<file path="src/rtl/weight_load_ctrl.sv">
// Streams one layer's weights, then its biases, from a valid/ready word source
// into the weight memory, generating registered write strobes, indices and data.
module weight_load_ctrl #(
  parameter int NUM_INPUTS  = 1,
  parameter int NUM_OUTPUTS = 1,
  parameter int DIM         = 1,
  parameter int DATA_SIZE   = 64
) (
  input  logic                 clk,
  input  logic                 rst,
  input  logic                 start,
  input  logic                 in_valid,
  input  logic [DATA_SIZE-1:0] in_data,
  output logic                 in_ready,
  output logic                 weight_write,
  output logic                 bias_write,
  output logic [15:0]          index_in,
  output logic [15:0]          index_out,
  output logic [15:0]          index_k_y,
  output logic [15:0]          index_k_x,
  output logic [DATA_SIZE-1:0] out_data,
  output logic                 busy,
  output logic                 done
);

  localparam longint W_TOTAL = longint'(NUM_INPUTS) * NUM_OUTPUTS * DIM * DIM;

  generate
    if (W_TOTAL >= 65536 || NUM_OUTPUTS >= 65536 || W_TOTAL < 1) begin : g_bad_params
      $error("weight_load_ctrl: parameter products must be in 1..65535");
    end
  endgenerate

  localparam logic [15:0] DIM_M1 = 16'(DIM - 1);
  localparam logic [15:0] NO_M1  = 16'(NUM_OUTPUTS - 1);
  localparam logic [15:0] NI_M1  = 16'(NUM_INPUTS - 1);

  typedef enum logic [1:0] {IDLE, LOAD_W, LOAD_B, FLUSH} state_t;

  state_t                 state_q;
  logic [15:0]            kx_q, ky_q, out_q, in_q, bias_q;
  logic [15:0]            kx_d, ky_d, out_d, in_d, bias_d;
  logic                   weight_write_q, bias_write_q, busy_q, done_q;
  logic [15:0]            idx_in_q, idx_out_q, idx_ky_q, idx_kx_q;
  logic [DATA_SIZE-1:0]   data_q;
  logic                   accept, w_last, b_last;

  assign in_ready = (state_q == LOAD_W) || (state_q == LOAD_B);
  assign accept   = in_valid && in_ready;
  assign w_last   = (kx_q == DIM_M1) && (ky_q == DIM_M1) && (out_q == NO_M1) && (in_q == NI_M1);
  assign b_last   = (bias_q == NO_M1);

  // Weight counter chain: kx fastest, then ky, out, in; wraps to all-zero after the last weight.
  always_comb begin
    kx_d   = kx_q + 16'd1;
    ky_d   = ky_q;
    out_d  = out_q;
    in_d   = in_q;
    bias_d = bias_q + 16'd1;
    if (kx_q == DIM_M1) begin
      kx_d = 16'd0;
      ky_d = ky_q + 16'd1;
      if (ky_q == DIM_M1) begin
        ky_d  = 16'd0;
        out_d = out_q + 16'd1;
        if (out_q == NO_M1) begin
          out_d = 16'd0;
          in_d  = (in_q == NI_M1) ? 16'd0 : in_q + 16'd1;
        end
      end
    end
  end

  always_ff @(posedge clk) begin
    if (rst) begin
      state_q        <= IDLE;
      kx_q           <= '0;
      ky_q           <= '0;
      out_q          <= '0;
      in_q           <= '0;
      bias_q         <= '0;
      weight_write_q <= 1'b0;
      bias_write_q   <= 1'b0;
      busy_q         <= 1'b0;
      done_q         <= 1'b0;
      idx_in_q       <= '0;
      idx_out_q      <= '0;
      idx_ky_q       <= '0;
      idx_kx_q       <= '0;
      data_q         <= '0;
    end else begin
      weight_write_q <= 1'b0;
      bias_write_q   <= 1'b0;
      done_q         <= 1'b0;
      case (state_q)
        IDLE: begin
          if (start) begin
            state_q <= LOAD_W;
            busy_q  <= 1'b1;
            kx_q    <= '0;
            ky_q    <= '0;
            out_q   <= '0;
            in_q    <= '0;
            bias_q  <= '0;
          end
        end
        LOAD_W: begin
          if (accept) begin
            weight_write_q <= 1'b1;
            idx_in_q       <= in_q;
            idx_out_q      <= out_q;
            idx_ky_q       <= ky_q;
            idx_kx_q       <= kx_q;
            data_q         <= in_data;
            kx_q           <= kx_d;
            ky_q           <= ky_d;
            out_q          <= out_d;
            in_q           <= in_d;
            if (w_last) begin
              state_q <= LOAD_B;
              bias_q  <= '0;
            end
          end
        end
        LOAD_B: begin
          if (accept) begin
            bias_write_q <= 1'b1;
            idx_in_q     <= '0;
            idx_out_q    <= '0;
            idx_ky_q     <= '0;
            idx_kx_q     <= bias_q;
            data_q       <= in_data;
            bias_q       <= bias_d;
            if (b_last) state_q <= FLUSH;
          end
        end
        FLUSH: begin
          // The final bias strobe is on the bus this cycle; completion follows.
          state_q <= IDLE;
          busy_q  <= 1'b0;
          done_q  <= 1'b1;
        end
        default: state_q <= IDLE;
      endcase
    end
  end

  assign weight_write = weight_write_q;
  assign bias_write   = bias_write_q;
  assign busy         = busy_q;
  assign done         = done_q;
  assign index_in     = idx_in_q;
  assign index_out    = idx_out_q;
  assign index_k_y    = idx_ky_q;
  assign index_k_x    = idx_kx_q;
  assign out_data     = data_q;

endmodule

</file>
<file path="config.mk">
export PLATFORM = sky130hd
export DESIGN_NAME = weight_load_ctrl
export DESIGN_NICKNAME = d
export VERILOG_FILES = /design/src/rtl/weight_load_ctrl.sv
export SDC_FILE = /design/constraint.sdc
export NUM_CORES = 1
export LEC_CHECK = 0
export ABC_CLOCK_PERIOD_IN_PS = 7550
export CAP_MARGIN = 20
export CORE_AREA = 2 2 147 149
export DETAILED_ROUTE_END_ITERATION = 6
export DIE_AREA = 0 0 149 151
export PLACE_DENSITY = 0.77
export SLEW_MARGIN = 10
export SYNTH_ARGS = -nofsm -noshare
export SYNTH_HDL_FRONTEND = slang
export SYNTH_SLANG_ARGS = --single-unit
</file>
<file path="constraint.sdc">
create_clock -name clk -period 7.55 [get_ports clk]
set_clock_uncertainty 0.1 [all_clocks]
set_input_delay 1.1325 -clock clk [delete_from_list [all_inputs] [get_ports clk]]
set_output_delay 1.1325 -clock clk [all_outputs]
set_load 0.02 [all_outputs]
</file>
==> results of run 1 <==
cells in the mapped netlist (all sizes together) (4+ instances only):
master and count:
buf 14, inv 26, o41ai 8, ha 14, and4 7, or3 12, o21ai 21, dfxtp 214
nand2 168, a21oi 148, or4 19, a31oi 6, nor4 19, a41oi 4, o31ai 18, clkbuf 61
o311ai 11, xnor2 24, nor4b 7, nand3 31, and2 4, nand4 21, xor2 6, nand2b 4
nor3 34, mux2i 19, nor2 108, and3 45, a211oi 16
cell families after synthesis:
kind of cell             after synthesis  share of synthesized area (%)
AO/OA/AOI/OAI                        242                           15.6
XOR/XNOR                              30                           2.85
adder cells (fa/ha/maj)               14                           1.90
buffers and inverters                102                           4.23
flip-flops                           214                           46.4
multiplexers                          21                           2.30
AND/OR/NAND/NOR                      493                           26.7
worst paths after layout:
| path | endpoint | slack (ns) | depth (start not counted) |
|---|---|---|---|
| max reg2reg | in_q[5] | 4.32 | 8 |
| min | out_data[52] | 0.35 | 2 |
| max | in_q[5] | 4.03 | 7 |
| min reg2reg | out_data[52] | 0.35 | 2 |
power by group through the flow:
| stage | logic (uW) | registers [uW] | clock network, uW |
|---|---|---|---|
| floorplan | 596 | 1460 | 0 |
| global placement | 1140 | 1330 | 0 |
| detailed placement | 1160 | 1340 | 0 |
| CTS | 1160 | 1310 | 1240 |
| global route | 1280 | 1320 | 1290 |
| finish | 1180 | 1310 | 1210 |
per-stage QoR:
stage	total power [uW]	util [%]	instances	area, sq um	hold slack, ns
4_1_cts	3710	58.7	1568	12200	0.353
6_report	3710	58.9	1572	12300	0.352
5_1_grt	3890	58.9	1572	12300	0.370
2_1_floorplan	2050	-	1116	9230	0.357
3_5_place_dp	2490	54.6	1524	11400	0.346
3_3_place_gp	2470	54.5	1523	11400	0.341
state kept, by name, indices dropped and copies added (netlist names):
| signal | count |
|---|---|
| busy | 1 |
| out_q | 16 |
| done | 1 |
| bias_write | 1 |
| index_in | 16 |
| state_q | 2 |
| ky_q | 16 |
| index_out | 16 |
| out_data | 64 |
| index_k_x | 16 |
| kx_q | 16 |
| index_k_y | 16 |
| weight_write | 1 |
| in_q | 16 |
| bias_q | 16 |
routing by layer:
metal / vias to the layer above / GRT usage (%) / routed length (um) / share of wire (%)
met5: - / 0 / 0 / 0
met4: 0 / 8.19 / 744 / 2.9
met3: 52 / 3.64 / 1550 / 6.1
met2: 260 / 34.8 / 11900 / 47
met1: 4048 / 29.6 / 11300 / 44
li1: 4298 / - / - / -
worst max-delay path, cell delays in order:
cell and delay (ns):
sky130_fd_sc_hd__clkdlybuf4s50_1 0.58, sky130_fd_sc_hd__nand2_2 0.07, sky130_fd_sc_hd__buf_4 0.34, sky130_fd_sc_hd__a21oi_1 0.57, sky130_fd_sc_hd__nand4_1 0.21, sky130_fd_sc_hd__a21oi_1 0.78, sky130_fd_sc_hd__a21oi_1 0.09
cell type report:
cell class              instances  area (sq um)  share of cell area, %
clock buffers                  35           702                   5.73
clock inverters                 9           135                   1.10
inverters                      27           101                  0.827
multi-input cells             800          4570                   37.3
flip-flops and latches        214          4280                   35.0
well taps                     275           344                   2.81
repair buffers                212          2110                   17.2
==> run summary, run 1 <==
The flow ran to the end, and the final reports show no timing, DRC or antenna violations. The logs give 3.77 ns for the worst endpoint data arrival time and 8658 for the via count. The peak supply drop was 0.183 mV. Leakage power of the design: 0.00417 uW. The synthesized cell area was 9230 sq um; the total routing usage reported by global routing was 21.8%. The gate count after technology mapping was 1116; the growth of design area from synthesis to finish was 32.7%. For the detailed-route DRC error count, the log shows 0.

In the layout the commonest cells are sky130_fd_sc_hd__dfxtp_1 (214), sky130_fd_sc_hd__clkdlybuf4s50_1 (199), sky130_fd_sc_hd__nand2_1 (165), sky130_fd_sc_hd__a21oi_1 (148), sky130_fd_sc_hd__nor2_1 (108). The count of nets left with antenna violations once routing finished came out at 0. The largest total area in the synthesized netlist belongs to sky130_fd_sc_hd__dfxtp_1. Share of Yosys cell area claimed by the top area cell type: 46.4%.

The number of antenna violations at the first check in global routing was 0; the final weighted congestion in routability-driven placement was 0.864. In the post-synthesis netlist, the biggest area contributors are sky130_fd_sc_hd__dfxtp_1 (46%), sky130_fd_sc_hd__a21oi_1 (8.0%), sky130_fd_sc_hd__nand2_1 (6.8%). The internal power of the cells is 2420 uW. OpenSTA, run right after detailed placement, puts the worst setup slack at 3.52 ns.

The repair_antennas step left the layout with diodes totalling 0. The final worst-path cycle share works out to 46.6%. In the final layout, the share of cells above drive strength 1 is 5.94%. Combinational logic burns 31.8% of the power. Most common cell after layout, fill and taps aside: sky130_fd_sc_hd__dfxtp_1. The sequential share of power was 35.4%; the register area share after synthesis was 46.4%. In this run, post-CTS hold repair placed 0 buffers. In this run the vertical extent of the chip is 151 um. The number of synthesized flops with an enable pin is 0. The placeable core area came out at 20800 sq um.

The largest buffer count on any clock path was 3; the fill cell total of the finished layout was 1874. Headroom to the max-slew limit came out at 36.8%. The worst setup path is captured at a flop.

The via count of the first global-routing pass is 8037. The class of the tightest hold or removal check is flop to flop. The first detailed-routing pass ran for 5 iterations. Post-CTS repair changed the size of 0 cells. The number of setup violations in the final report is 0, and the largest fanout of any net on the critical path is 68. The total of warnings raised by yosys came out at 0. After synthesis, the netlist uses 56 different library cells. The path type of the worst setup path was primary input to flop. After synthesis, the mean cell area works out to 8.27 sq um.

Pin placement for this block handled 201 I/O pins. The net count of the finished layout is 1361. After the first detailed-routing iteration, the DRC count stood at 676. The first global-routing pass estimated 40600 um of wire. For the pin with the worst max-slew slack, the measured transition is 0.948 ns. The post-layout minimum cycle time was 3.52 ns. Data on the critical path is required at its endpoint by 7.81 ns.

In the routed layout, each cell is associated on average with a via count of 5.51. The maximum clock frequency was 0.284 GHz. Summed over all failing endpoints, the final setup total negative slack is 0 ns.

The cell sitting at the root of the clock tree is a sky130_fd_sc_hd__clkbuf_16. After detailed routing, the total wire length is 25500 um. The deepest level of the CTS H-tree was 1. TritonCTS built the clock tree. Entering global routing, the biggest net connects 94 pins.

Setup repair after global routing left no endpoint under its margin. For the global route total overflow, the log shows 0. The power per unit of standard cell area is 302 nW/um^2. Once the floorplan was initialized, standard cells occupied 44.3% of the core.

Input and output buffers added on the ports amount to 200. The max-slew violation total from the final report came out at 0. The total die area is 22500 sq um, and the switching share of power is 34.7%. Clock tree synthesis found a total of 214 sinks.

The net count after synthesis was 1198. The worst register-to-register path begins at state_q[0]. Launch instance of the worst min-delay path: out_data[52]. At the later pin of the worst-skew pair, clock insertion delay measures 0.52 ns. The launching element of the worst setup path is in_valid.

The number of hold-slack violations in the final timing report is 0. Max-cap violations in this run came to 0. Power share of the clock group: 32.8%.

STA classifies the critical path startpoint as a primary input. In this run the post-CTS setup repair buffer count came out at 0. The total CTS buffers came out at 24.

The number of register bits inferred by synthesis is 214. Counting flops with an async set or reset pin after synthesis yields a share of 0%. The HPWL after detailed placement was 17100 um. For this run, the leading register cell type out of synthesis is sky130_fd_sc_hd__dfxtp_1.

In this run the core area contains 53 standard-cell rows. The chip width is 149 um, and the clock slew seen by the registers of the worst setup and hold paths is 0.06 ns. Dividing the detail-routed wire length by the instance count gives 16.2 um. The logs give 4.03 ns for the final worst-path setup slack and 1290 uW for the net switching power.
Power figures use the tool's default switching activity.
==> inputs of run 2 (changes only) <==
--- a/config.mk
+++ b/config.mk
@@ -5,12 +5,12 @@
 export SDC_FILE = /design/constraint.sdc
 export NUM_CORES = 1
 export LEC_CHECK = 0
-export ABC_CLOCK_PERIOD_IN_PS = 7550
+export ABC_CLOCK_PERIOD_IN_PS = 3100
 export CAP_MARGIN = 20
 export CORE_AREA = 2 2 147 149
 export DETAILED_ROUTE_END_ITERATION = 6
 export DIE_AREA = 0 0 149 151
-export PLACE_DENSITY = 0.77
+export PLACE_DENSITY = 0.8
 export SLEW_MARGIN = 10
 export SYNTH_ARGS = -nofsm -noshare
 export SYNTH_HDL_FRONTEND = slang
==> constraint.sdc (replaced) <==
create_clock -name clk -period 3.1 [get_ports clk]
set_clock_uncertainty 0.1 [all_clocks]
set_input_delay 0.465 -clock clk [delete_from_list [all_inputs] [get_ports clk]]
set_output_delay 0.465 -clock clk [all_outputs]
set_load 0.02 [all_outputs]
==> run summary, run 2 (same netlist as run 1, synthesis figures left out) <==
Entering global routing, the biggest net connects 76 pins. After detailed routing, the average wire length per cell comes to 16.3 um. The number of antenna violations at the first check in global routing is 0, and the area taken by multi-input logic gates is 4590 sq um. Across the VDD grid, the largest voltage drop is 0.485 mV. For the overall power, the log shows 9020 uW. The detailed router placed 8748 vias in this run. At the end of routability-driven placement, the weighted congestion stood at 0.881. In this run the remaining antenna-violating nets after routing total 0. Of all nets on the critical path, the largest fanout is 18. For this configuration, the core starts out at a cell density of 44.3%. The via density per instance works out to 5.52. The die is 149 um wide.

Setup repair after global routing left no endpoint under its margin. TritonCTS built the clock tree. The combinational share of power is 32.9%, and the switching share of power is 34.6%. For the total die area, the log shows 22500 sq um. The total CTS buffers came out at 24. The cell chosen for the clock root was sky130_fd_sc_hd__clkbuf_16.

The register with the most flip-flops in the layout has 64 of them. The total wire length after detailed routing is 25900 um. The signal on the critical path passes through inv_1 -> ha_1 -> nor4b_1 -> nand4_1 -> o41a_1 -> or4_1 -> a21oi_1. The worst setup path is captured at a flop.

The internal power of the cells was 5890 uW; the number of buffers and inverters on the critical path was 1. The worst path needs 2.86 ns of the cycle, external delays included. The worst path uses 92.1% of the clock period. The via count of the first global-routing pass is 8161, and the I/O pin total is 201.

The post-CTS setup repair buffer count is 0. The logs give 0.350 GHz for the maximum clock frequency and 35.5% for the sequential share of power. The clock passes through at most 3 buffers. Across the run, the number of max-cap violations was 0. Setup violations remaining at the end of the flow were counted as 0.

The number of clock sinks came out at 214. The core region is 20800 sq um. The tools report the wire length the detailed router placed on met1 as 11300 um.

The tools report the HPWL after detailed placement as 17800 um. For this design the total switching power over the nets is 3120 uW. On the worst path, the slowest cell contributes a delay of 0.64 ns.

Broken down by cell family, the worst path's largest delay share belongs to simple AND/OR/NAND/NOR gates. The path type of the worst setup path is flop to flop. Post-CTS repair changed the size of 0 cells.

The number of diodes added for antenna fixing is 0. The overall die height was 151 um; the clock slew seen by the registers of the worst setup and hold paths was 0.06 ns. The leakage power of the design was 0.00423 uW. The logs give 0 for the max-slew violation total from the final report and 1377 for the count of nets after finishing. The clock reaches the later pin of the worst-skew pair after 0.51 ns. The run gives 0 as the number of hold-slack violations in the final timing report. In this run the tightest slew margin relative to its limit is 44.8%. Uppermost metal layer occupied by signal nets: met4.

For the global route total overflow, the log shows 0. Data arrives at the worst endpoint at 3.19 ns. Share of post-route cells with drive strength above 1: 6.95%. After detailed routing, the met3 layer carries 1510 um of wire. The initial DRC count was 641. At the pin with the least slew margin, the transition time is 0.827 ns. The flow ran to the end, and the final reports show no timing, DRC or antenna violations.

The clock network accounts for 31.6% of the total power. The class of the tightest hold or removal check is primary input to flop. The hold buffer count at CTS is 0, and the sequential cell area is 4280 sq um. STA classifies the critical path startpoint as a flop. Dividing total power by cell area gives a power density of 731 nW/um^2.

From synthesis to final layout, the design area changed by 33.7%. The detailed-route DRC error count came out at 0. The top cell types in the final layout, fill and taps aside, are sky130_fd_sc_hd__dfxtp_1 (214), sky130_fd_sc_hd__clkdlybuf4s50_1 (199), sky130_fd_sc_hd__nand2_1 (165), sky130_fd_sc_hd__a21oi_1 (148), sky130_fd_sc_hd__nor2_1 (108).

In this run the tool buffered the top-level ports with 200 buffer cells. In this run the core area contains 53 standard-cell rows. The slowest stage cell on the critical path is sky130_fd_sc_hd__o41a_1. The most common cell after layout, fill and taps aside was sky130_fd_sc_hd__dfxtp_1. The wire length on met2 came out at 12400 um.

The required time of the critical path is 3.43 ns, and the deepest level of the CTS H-tree is 1. The first TritonRoute pass finished after 5 iterations. Counting the fill cells in the layout gives 1832. Adding up every negative setup slack in the final design gives 0 ns.

The first-pass GRT wire length is 41300 um. Across every metal layer, demand over resource in global routing totals 22.2%. Once layout is complete, the utilization of the core stands at 59.3%.
run 2: per-layer routing:
layer	global-route usage, %	up-vias
li1	-	4323
met1	30.1	4109
met2	36.2	263
met3	3.73	53
met4	6.81	0
met5	0	-
run 2: final timing paths:
kind	cells past startpoint	slack (ns)	endpoint	from
worst max-delay path	7	0.24	bias_q[15]	in_q[0]
worst min-delay path	2	0.24	index_k_y[6]	rst
worst max register to register	7	0.24	bias_q[15]	in_q[0]
worst min register to register	2	0.35	out_data[50]	out_data[50]
run 2: layout make-up:
class	instances	area share, %
inverter	27	0.821
multi-input combinational	800	37.2
clock buffer	37	6.08
timing repair buffer	228	18.0
tap	275	2.79
clock inverter	4	0.395
sequential	214	34.7
run 2: metrics by stage:
step	setup WS [ns]	std cells	instance area, sq um	hold WS (ns)
2_1_floorplan	0.523	1116	9230	0.357
3_5_place_dp	0.212	1543	11500	0.346
5_1_grt	0.0255	1585	12300	0.238
6_report	0.244	1585	12300	0.237
3_3_place_gp	0.275	1543	11500	0.341
4_1_cts	0.352	1584	12300	0.217
run 2: power by group through the flow:
stage                     registers [uW]  logic (uW)  clock network, uW
after floorplan                     3550        1450                  0
after global placement              3240        2890                  0
after detailed placement            3260        2940                  0
after CTS                           3200        2950               2900
after global routing                3230        3220               3020
final                               3200        2970               2850
run 2: worst reg2reg max path, cell delays in order, from the launching register on:
cell,delay [ns]
sky130_fd_sc_hd__dfxtp_1,0.35
sky130_fd_sc_hd__inv_1,0.11
sky130_fd_sc_hd__ha_1,0.17
sky130_fd_sc_hd__nor4b_1,0.34
sky130_fd_sc_hd__nand4_1,0.30
sky130_fd_sc_hd__o41a_1,0.64
sky130_fd_sc_hd__or4_1,0.61
sky130_fd_sc_hd__a21oi_1,0.16
